`src/rtl/mor1kx_wb_arb_pkg.sv`:
```
// ---------------------------------------------------------------------------
// mor1kx_wb_arb_pkg
// Shared definitions for the two-master Wishbone B3 arbiter:
//   - state_t      : arbiter state encoding (ABORT is reachable only when the
//                    MOR1KX_WB_ARB_TIMEOUT_EN watchdog is compiled in)
//   - CTI_*        : Wishbone B3 cycle type identifiers seen on the bus
//   - ARB_*        : legal values of the ARB_MODE parameter
//   - gnt_onehot() : one-hot {m1,m0} grant vector for a winner
// ---------------------------------------------------------------------------
package mor1kx_wb_arb_pkg;

  typedef enum logic [1:0] {
    IDLE  = 2'b00,
    GNT0  = 2'b01,
    GNT1  = 2'b10,
    ABORT = 2'b11
  } state_t;

  localparam logic [2:0] CTI_CLASSIC = 3'b000;
  localparam logic [2:0] CTI_INCR    = 3'b010;
  localparam logic [2:0] CTI_EOB     = 3'b111;

  localparam string ARB_ROUND_ROBIN = "ROUND_ROBIN";
  localparam string ARB_DATA_FIRST  = "DATA_FIRST";

  function automatic logic [1:0] gnt_onehot(input logic pick_m1);
    return pick_m1 ? 2'b10 : 2'b01;
  endfunction

endpackage

```
`src/rtl/mor1kx_wb_arb_wdog.sv`:
```
// ---------------------------------------------------------------------------
// mor1kx_wb_arb_wdog
// Bus watchdog counter for the arbiter. Counts stalled cycles of the granted
// master and flags expiry when the counter reaches all-ones.
// Ports:
//   clk, rst  : clock, asynchronous active-high reset
//   clear     : zero the counter (has priority over count_en)
//   count_en  : advance the counter by one this cycle
//   expire    : counter is all-ones
// ---------------------------------------------------------------------------
module mor1kx_wb_arb_wdog #(
  parameter int unsigned WIDTH = 8
) (
  input  logic clk,
  input  logic rst,
  input  logic clear,
  input  logic count_en,
  output logic expire
);

  logic [WIDTH-1:0] count;

  // NOTE: clocked state is written with non-blocking assignments so every
  // flop samples pre-edge values regardless of block ordering.
  always_ff @(posedge clk or posedge rst) begin
    if (rst) begin
      count <= '0;
    end else if (clear) begin
      count <= '0;
    end else if (count_en) begin
      count <= count + WIDTH'(1);
    end
  end

  assign expire = &count;

endmodule

```
`src/rtl/mor1kx_wb_arb2.sv`:
```
// ---------------------------------------------------------------------------
// mor1kx_wb_arb2
// Two-master to one-slave Wishbone B3 arbiter. Master 0 is the mor1kx
// instruction bus, master 1 the data bus. A grant is held for the whole CYC
// of the winner so B3 bursts are never split; one idle cycle follows every
// release. ARB_MODE "ROUND_ROBIN" alternates on contention, "DATA_FIRST"
// always favours master 1.
// Optional: define MOR1KX_WB_ARB_TIMEOUT_EN to add a watchdog that errors out
// a master whose slave stalls for 2**TIMEOUT_WIDTH-1 strobed cycles.
// Ports:
//   clk, rst            : clock, asynchronous active-high reset
//   m0_*_i / m0_*_o     : master 0 request in / response out
//   m1_*_i / m1_*_o     : master 1 request in / response out
//   s_*_o / s_*_i       : shared slave request out / response in
//   gnt_o               : one-hot current grant {m1,m0}, 2'b00 when not granted
// ---------------------------------------------------------------------------
module mor1kx_wb_arb2
  import mor1kx_wb_arb_pkg::*;
#(
  parameter int unsigned ADDR_WIDTH    = 32,
  parameter int unsigned DATA_WIDTH    = 32,
  parameter string       ARB_MODE      = "ROUND_ROBIN",
  parameter int unsigned TIMEOUT_WIDTH = 8
) (
  input  logic                    clk,
  input  logic                    rst,
  // master 0 (instruction bus)
  input  logic [ADDR_WIDTH-1:0]   m0_adr_i,
  input  logic [DATA_WIDTH-1:0]   m0_dat_i,
  input  logic [DATA_WIDTH/8-1:0] m0_sel_i,
  input  logic                    m0_we_i,
  input  logic                    m0_cyc_i,
  input  logic                    m0_stb_i,
  input  logic [2:0]              m0_cti_i,
  input  logic [1:0]              m0_bte_i,
  output logic [DATA_WIDTH-1:0]   m0_dat_o,
  output logic                    m0_ack_o,
  output logic                    m0_err_o,
  output logic                    m0_rty_o,
  // master 1 (data bus)
  input  logic [ADDR_WIDTH-1:0]   m1_adr_i,
  input  logic [DATA_WIDTH-1:0]   m1_dat_i,
  input  logic [DATA_WIDTH/8-1:0] m1_sel_i,
  input  logic                    m1_we_i,
  input  logic                    m1_cyc_i,
  input  logic                    m1_stb_i,
  input  logic [2:0]              m1_cti_i,
  input  logic [1:0]              m1_bte_i,
  output logic [DATA_WIDTH-1:0]   m1_dat_o,
  output logic                    m1_ack_o,
  output logic                    m1_err_o,
  output logic                    m1_rty_o,
  // slave
  output logic [ADDR_WIDTH-1:0]   s_adr_o,
  output logic [DATA_WIDTH-1:0]   s_dat_o,
  output logic [DATA_WIDTH/8-1:0] s_sel_o,
  output logic                    s_we_o,
  output logic                    s_cyc_o,
  output logic                    s_stb_o,
  output logic [2:0]              s_cti_o,
  output logic [1:0]              s_bte_o,
  input  logic [DATA_WIDTH-1:0]   s_dat_i,
  input  logic                    s_ack_i,
  input  logic                    s_err_i,
  input  logic                    s_rty_i,
  // grant status
  output logic [1:0]              gnt_o
);

  localparam bit DATA_FIRST = (ARB_MODE == ARB_DATA_FIRST);

  if (TIMEOUT_WIDTH < 2) begin : g_bad_timeout_width
    $error("mor1kx_wb_arb2: TIMEOUT_WIDTH must be at least 2");
  end
  if (ARB_MODE != ARB_ROUND_ROBIN && ARB_MODE != ARB_DATA_FIRST) begin : g_bad_arb_mode
    $error("mor1kx_wb_arb2: ARB_MODE must be ROUND_ROBIN or DATA_FIRST");
  end

  state_t state;
  logic   last_gnt;     // 1: m1 won the last arbitration, 0: m0
  logic   pick_m1;      // winner if arbitration happened this cycle
  logic   owner_cyc;    // CYC of the master holding (or aborted on) the bus
  logic   granted;
  logic   resp_any;
  logic   timeout_hit;

  // last_gnt always names the current owner while in GNTx/ABORT.
  assign owner_cyc = last_gnt ? m1_cyc_i : m0_cyc_i;
  assign granted   = (state == GNT0) || (state == GNT1);
  assign resp_any  = s_ack_i | s_err_i | s_rty_i;

  always_comb begin
    pick_m1 = m1_cyc_i;
    if (m0_cyc_i && m1_cyc_i) begin
      pick_m1 = DATA_FIRST ? 1'b1 : ~last_gnt;
    end
  end

`ifdef MOR1KX_WB_ARB_TIMEOUT_EN
  logic owner_stb;
  logic wd_expire;

  assign owner_stb = last_gnt ? m1_stb_i : m0_stb_i;

  // Clearing throughout IDLE makes every fresh grant start from zero.
  mor1kx_wb_arb_wdog #(
    .WIDTH (TIMEOUT_WIDTH)
  ) u_wdog (
    .clk      (clk),
    .rst      (rst),
    .clear    ((state == IDLE) || resp_any),
    .count_en (granted && owner_stb && !resp_any),
    .expire   (wd_expire)
  );

  // A response arriving in the expiry cycle wins over the timeout.
  assign timeout_hit = granted && wd_expire && !resp_any;
`else
  assign timeout_hit = 1'b0;
`endif

  always_ff @(posedge clk or posedge rst) begin
    if (rst) begin
      state    <= IDLE;
      gnt_o    <= 2'b00;
      last_gnt <= 1'b1;   // m0 wins the first contended round-robin round
    end else begin
      unique case (state)
        IDLE: begin
          if (m0_cyc_i || m1_cyc_i) begin
            state    <= pick_m1 ? GNT1 : GNT0;
            gnt_o    <= gnt_onehot(pick_m1);
            last_gnt <= pick_m1;
          end
        end
        GNT0, GNT1: begin
          if (!owner_cyc) begin
            state <= IDLE;
            gnt_o <= 2'b00;
          end else if (timeout_hit) begin
            state <= ABORT;
            gnt_o <= 2'b00;
          end
        end
        ABORT: begin
          if (!owner_cyc) begin
            state <= IDLE;
          end
        end
        default: begin
          state <= IDLE;
          gnt_o <= 2'b00;
        end
      endcase
    end
  end

  always_comb begin
    // NOTE: every output gets a default before the case so no path through
    // this block can leave a value held, which would infer a latch.
    s_adr_o  = '0;
    s_dat_o  = '0;
    s_sel_o  = '0;
    s_we_o   = 1'b0;
    s_cyc_o  = 1'b0;
    s_stb_o  = 1'b0;
    s_cti_o  = '0;
    s_bte_o  = '0;
    m0_dat_o = '0;
    m0_ack_o = 1'b0;
    m0_err_o = 1'b0;
    m0_rty_o = 1'b0;
    m1_dat_o = '0;
    m1_ack_o = 1'b0;
    m1_err_o = 1'b0;
    m1_rty_o = 1'b0;
    unique case (state)
      GNT0: begin
        s_adr_o  = m0_adr_i;
        s_dat_o  = m0_dat_i;
        s_sel_o  = m0_sel_i;
        s_we_o   = m0_we_i;
        s_cyc_o  = m0_cyc_i & ~timeout_hit;
        s_stb_o  = m0_stb_i & ~timeout_hit;
        s_cti_o  = m0_cti_i;
        s_bte_o  = m0_bte_i;
        m0_dat_o = s_dat_i;
        m0_ack_o = s_ack_i;
        m0_err_o = s_err_i | timeout_hit;
        m0_rty_o = s_rty_i;
      end
      GNT1: begin
        s_adr_o  = m1_adr_i;
        s_dat_o  = m1_dat_i;
        s_sel_o  = m1_sel_i;
        s_we_o   = m1_we_i;
        s_cyc_o  = m1_cyc_i & ~timeout_hit;
        s_stb_o  = m1_stb_i & ~timeout_hit;
        s_cti_o  = m1_cti_i;
        s_bte_o  = m1_bte_i;
        m1_dat_o = s_dat_i;
        m1_ack_o = s_ack_i;
        m1_err_o = s_err_i | timeout_hit;
        m1_rty_o = s_rty_i;
      end
      default: ;
    endcase
  end

endmodule

```
`config.mk`:
```
export PLATFORM = sky130hd
export DESIGN_NAME = mor1kx_wb_arb2
export DESIGN_NICKNAME = d
export VERILOG_FILES = /design/src/rtl/mor1kx_wb_arb_pkg.sv /design/src/rtl/mor1kx_wb_arb_wdog.sv /design/src/rtl/mor1kx_wb_arb2.sv
export SDC_FILE = /design/constraint.sdc
export NUM_CORES = 1
export LEC_CHECK = 0
export ABC_AREA = 1
export CORE_AREA = 2 2 130 132
export CTS_BUF_LIST = sky130_fd_sc_hd__clkbuf_8 sky130_fd_sc_hd__clkbuf_16
export DETAILED_ROUTE_END_ITERATION = 12
export DIE_AREA = 0 0 132 134
export PLACE_DENSITY_LB_ADDON = 0.05
export RECOVER_POWER = 25
export SYNTH_ARGS = -nofsm -noshare
export SYNTH_HDL_FRONTEND = slang
export SYNTH_SLANG_ARGS = --single-unit
```
`constraint.sdc`:
```
create_clock -name clk -period 1.6 [get_ports clk]
set_input_delay 0.32 -clock clk [delete_from_list [all_inputs] [get_ports clk]]
set_output_delay 0.32 -clock clk [all_outputs]
set_load 0.02 [all_outputs]
```
==> results of run 1 <==
per-stage QoR:
step | utilization [%] | power (µW)
after floorplan | - | 5590
after global placement | 38.4 | 9520
after detailed placement | 38.4 | 9540
after CTS | 42.7 | 12200
after global routing | 51.8 | 16100
final | 51.8 | 15300
area by class of cell:
type                    count  area, µm²  share of cell area (%)
repair buffers            440       5060                    60.0
multi-input cells         328       2590                    30.7
inverters                  79        304                    3.60
well taps                 220        275                    3.26
flip-flops and latches      5        126                    1.50
clock buffers               3       75.1                   0.889
clock inverters             1       3.75                  0.0445
diodes                      1       2.50                  0.0296
critical path: cells and delay by family (launching register included):
kind | cells | cell delay, ns
adders and majority gates | 1 | 0.29
buffers and inverters | 7 | 0.78
DFF | 1 | 0.36
AOI/OAI and AO/OA | 1 | 0.10
power groups by stage:
| stage | Clock (µW) | Sequential (µW) | Combinational (µW) |
|---|---|---|---|
| final | 414 | 241 | 14700 |
| after global routing | 429 | 253 | 15400 |
| after CTS | 415 | 238 | 11500 |
| after detailed placement | 0 | 235 | 9300 |
| after global placement | 0 | 234 | 9280 |
| after floorplan | 0 | 255 | 5340 |
worst paths after layout:
check / startpoint / end / slack, ns / depth (start not counted)
setup reg to reg: state[0] / gnt_o[0] / 0.21 / 9
max in group asynchronous: rst / last_gnt / 0.90 / 2
min in group clk: gnt_o[0] / gnt_o[0] / 0.48 / 2
hold / removal: rst / gnt_o[1] / 0.44 / 2
setup / recovery: state[0] / s_dat_o[21] / -0.49 / 9
hold reg to reg: gnt_o[0] / gnt_o[0] / 0.48 / 2
flip-flops by register name (all words and copies together), names as in the netlist:
register and count:
gnt_o 2, last_gnt 1, state 2
repair_timing:
item	CTS	global route
gates resized for setup	732	439
hold buffers	0	0
setup endpoints to repair	146	146
gates cloned	10	15
buffers inserted	29	30
pin swaps	1	28
kinds of logic (layout without fill, tap and decap cells):
group / after synthesis / after routing
and+or+nand+nor: 246 / 246
buffers and inverters: 111 / 523
AOI/OAI and AO/OA: 79 / 79
DFF: 5 / 5
adders and majority gates: 3 / 3
other: 0 / 1
per-layer routing:
layer | wire (µm) | global-route usage, % | up-vias
met5 | 0 | 0 | -
li1 | - | - | 2149
met4 | 172 | 3.02 | 0
met3 | 1320 | 4.20 | 12
met2 | 9430 | 33.0 | 202
met1 | 7170 | 19.4 | 2020
cells in the mapped netlist, drive strengths merged:
cell type and count:
dfrtp 4, buf 29, inv 79, o21ai 2, nor2 1, dfstp 1
ha 3, a21oi 77, nand3 6, nand2 239, clkbuf 3
==> flow_summary.yaml, run 1 <==
synthesis:
  synthSimpleGateAreaFrac_pct: 43.2
  ys_ff_latch: 5
  yosys-top-cells-area: "nand2_1 (42%), a21oi_2 (16%), inv_1 (14%)"
  ys_seq_area_share_pct: 5.87
  synth_top_cell_by_area: "nand2_1"
  synth_nets: 636
  synthCells: 444
  yosysUniqueCellTypes: 16
  syn_area_per_cell_um2: 4.85
  syn-cell-area_um2: 2150
  yosys-mux-area-fraction_pct: 0
  yosysWarnings: 0
  synthDominantCellAreaShare_pct: 41.7
  synth_compound_area_share_pct: 25.5
  synth_top_family_by_area: "simple AND/OR/NAND/NOR gates"
  synth-xor-area-share_pct: 0
  synth_fa_ha_area_share_pct: 1.74
grt:
  gr-usage-all-layers_pct: 17.2
  grt_pass1_vias: 4161
  gr-total-overflow: 0
  grt_pass1_wl_mm: 24.1
  grt_max_degree: 21
  antenna_found_initial: 1
routing:
  drt_wl_total_mm: 18.1
  via_per_inst: 4.07
  firstDrtPassIters: 4
  ant_nets: 0
  drc_errors: 0
  avgRoutedWirePerCell_um: 16.8
  drtIter0Drc: 97
  vias: 4383
finish:
  final_common_cell: "clkdlybuf4s50_1"
  n_fill_cell: 1520
  stdcell_count: 1077
  final_area_um2: 8440
  synthToLayoutAreaGrowth_pct: 292
  final_cell_mix: "clkdlybuf4s50_1 (189), buf_6 (159), nand2_1 (121)"
  fin_nets: 1049
  layout-drive-gt1-share_pct: 58.3
sta:
  setup_viol: 146
  final_hold_viol_count: 0
  drv_slew: 0
  worst_pin_slew_ns: 0.257
  setup_tns_ns: -49.01
  clock_skew_ns: 0.000178
  rsz0062_at_grt: "true"
  post-route-period-util_pct: 131
  fmax_mhz: 478
  setup_slack_ns: -0.492
  finalCriticalPeriod_ns: 2.09
  relSlewSlack_pct: 82.8
  whs_ns: 0.445
cts:
  clock_latency_ns: 0.23
  cts_tree: "yes"
  clock-sinks: 5
  cts_buffers: 3
  clock-root-buffer: "clkbuf_16"
  clock_path_buffers: 2
  clk_pin_slew_ns: 0.03
  htree_levels: 1
critical_path:
  cp-end-kind: "primary output"
  worst-setup-path-type: "register to primary output"
  cp_max_fo: 7
  path_cells: "inv_2 -> buf_4 -> ha_4 -> inv_8 -> buf_16 -> buf_12 -> buf_4 -> a21oi_4 -> buf_6"
  worstPathRequired_ns: 1.28
  crit_top_cell: "buf_4"
  arrival_ns: 1.77
  crit_slowest_cell: "dfrtp_1"
  cp-start-kind: "register"
  slowest_delay_ns: 0.36
floorplanning:
  num_rows: 47
  dieArea_um2: 17700
  dieWidth_um: 132
  ios: 337
  core_um2: 16300
  start_util_pct: 13.2
  fp.dieH_um: 134
power_and_ir_drop:
  clockPowerShare_pct: 2.7
  switching_share_pct: 48.2
  power_density_nw_per_um2: 1820
  p_seq_share_pct: 1.6
  p_sw_uw: 7390
  leakage_uw: 0.00393
  ir_worst_vdd_mv: 1.06
  p_int_uw: 7930
  power_frac_comb_pct: 95.7
worst_hold_path:
  min_path_type: "input pin to asynchronous set/reset pin"
placement:
  dp_cells: 991
  preCtsSetupSlack_ns: -0.588
  place_area_um2: 6260
  numPortBuffers: 336
  hpwlAfterDp_mm: 11.9
  place.gp.congestion: 0.824
run_status:
  status: "finished, violations left"
  violations: "negative setup slack"
flow_run:
  drv_cap: 0
(Power assumes the default switching activity.)
==> run 2: changes to the inputs <==
SKIP_LAST_GASP = 1   (was not set)
==> run 2 against run 1 <==
Effect of this change:
- the run still ends with negative setup slack left
- register-to-register slack about the same
- fmax shrank 0.86%
- worst hold slack got worse by 0.0027 ns
- sequential cell count stayed put
- first-iteration DRC count up 3.1%
- global-route usage barely moved
- routed wire length decreased by 5.1%
- sequential share of layout area increased by 0.15 points
- count of clock-buffer cells in the layout did not move
- clock skew hardly changed
- critical path depth unchanged
- utilization shrank 4.7 points
- largest cell class unchanged
- largest power group unchanged
==> flow_summary.yaml, run 2 (synthesis gave the netlist of run 1 again) <==
run_status:
  status: "finished, violations left"
  violations: "negative setup slack"
routing:
  ant_nets: 0
  avgRoutedWirePerCell_um: 16.1
  firstDrtPassIters: 4
  drc_errors: 0
  vias: 4285
  drtIter0Drc: 100
  via_per_inst: 4.01
  drt_wl_total_mm: 17.2
grt:
  gr-usage-all-layers_pct: 17.2
  grt_pass1_wl_mm: 24.0
  grt_max_degree: 21
  antenna_found_initial: 1
  gr-total-overflow: 0
  grt_pass1_vias: 4141
floorplanning:
  dieArea_um2: 17700
  dieWidth_um: 132
  ios: 337
  num_rows: 47
  start_util_pct: 13.2
  core_um2: 16300
  fp.dieH_um: 134
cts:
  clock-sinks: 5
  ctsHoldBuffers: 0
  cts_buffers: 3
  clk_pin_slew_ns: 0.03
  cts_tree: "yes"
  htree_levels: 1
  clock_path_buffers: 2
  clock_latency_ns: 0.23
  clock-root-buffer: "clkbuf_16"
sta:
  setup_slack_ns: -0.510
  setup_viol: 146
  relSlewSlack_pct: 82.7
  post-route-period-util_pct: 132
  whs_ns: 0.442
  worst_pin_slew_ns: 0.259
  fmax_mhz: 474
  drv_slew: 0
  finalCriticalPeriod_ns: 2.11
  rsz0062_at_grt: "true"
  clock_skew_ns: 0.000271
  final_hold_viol_count: 0
placement:
  hpwlAfterDp_mm: 11.9
  preCtsSetupSlack_ns: -0.588
  numPortBuffers: 336
  place.gp.congestion: 0.824
finish:
  fin_nets: 1040
  final_cell_mix: "nand2_1 (198), clkdlybuf4s50_1 (189), buf_6 (108)"
  layout-drive-gt1-share_pct: 44.3
  multi_input_area_um2: 2220
  largestRegisters: "gnt_o: 2 flops, state: 2 flops, last_gnt: 1 flops"
  synthToLayoutAreaGrowth_pct: 256
  seqCellArea_um2: 126
  n_fill_cell: 1651
  final_common_cell: "nand2_1"
critical_path:
  rr_startpoint: "state[0]"
  worstPathRequired_ns: 1.28
  cp-start-kind: "register"
  crit_slowest_cell: "dfrtp_1"
  cp-end-kind: "primary output"
  rrSetupSlack_ns: 0.21
  path_cells: "inv_2 -> buf_4 -> ha_4 -> inv_8 -> buf_16 -> buf_12 -> buf_4 -> a21oi_4 -> buf_6"
  critPathLaunch: "state[0]"
  worst-setup-path-type: "register to primary output"
  crit_top_cell: "buf_4"
  cp_max_fo: 8
  slowest_delay_ns: 0.36
  arrival_ns: 1.79
worst_hold_path:
  min_path_type: "input pin to asynchronous set/reset pin"
flow_run:
  drv_cap: 0
power_and_ir_drop:
  leakage_uw: 0.00361
  power_density_nw_per_um2: 1800
  ir_worst_vdd_mv: 1.06
  p_total_uw: 13800
## run 2: cell types whose count changed in the layout (fill, tap and decap cells not counted), sizes merged
cell and change:
clkbuf -3, buf -6
## run 2: worst max-delay path: cells and delay by family (launching register included)
| kind | cells | cell delay [ns] |
|---|---|---|
| buf+inv | 7 | 0.81 |
| flops | 1 | 0.36 |
| fa+ha+maj | 1 | 0.29 |
| compound gates | 1 | 0.10 |
## run 2: report_power, final
part	leakage (µW)	switching (µW)	internal, µW
Sequential	0.0000615	43.5	195
Clock	0.0000423	89.4	324
Combinational	0.00351	6640	6540
Total	0.00361	6770	7060
## run 2: cell type report
class | count | area share [%]
repair buffers | 431 | 60.7
multi-input cells | 328 | 29.0
inverters | 79 | 3.96
well taps | 220 | 3.59
flip-flops and latches | 5 | 1.65
clock buffers | 3 | 0.979
clock inverters | 1 | 0.0489
diodes | 1 | 0.0326
## run 2: timing repair
action,CTS,global route
endpoints found under the setup margin,146,146
gates cloned,10,8
resized for setup,604,350
pin swaps,1,20
buffers inserted,29,29
## run 2: through the flow
step / cell area [µm²] / instances / utilization (%) / TNS [ns]
6_report: 7670 / 1068 / 47.1 / -49.87
3_5_place_dp: 6260 / 991 / 38.4 / -72.12
2_1_floorplan: 2530 / 444 / - / -1.84
5_1_grt: 7670 / 1068 / 47.1 / -58.61
4_1_cts: 6940 / 1034 / 42.6 / -57.38
3_3_place_gp: 6260 / 991 / 38.4 / -72.18
## run 2: worst paths after layout
path,end,cells after the start
worst max-delay path,s_dat_o[21],9
worst min-delay path,gnt_o[1],2
worst max register to register,gnt_o[0],9
worst min register to register,gnt_o[0],2
max in group asynchronous,last_gnt,2
min in group clk,gnt_o[0],2
## run 2: layer usage
metal | GRT usage [%] | share of wire [%]
met4 | 2.66 | 0.58
met1 | 19.5 | 40
met5 | 0 | 0
met3 | 4.08 | 6.9
met2 | 33.1 | 52
==> run 3: changes to the inputs <==
SLEW_MARGIN = 20   (was not set)
==> results of run 3 <==
Final layout, timing and power as in run 2 (identical DEF).
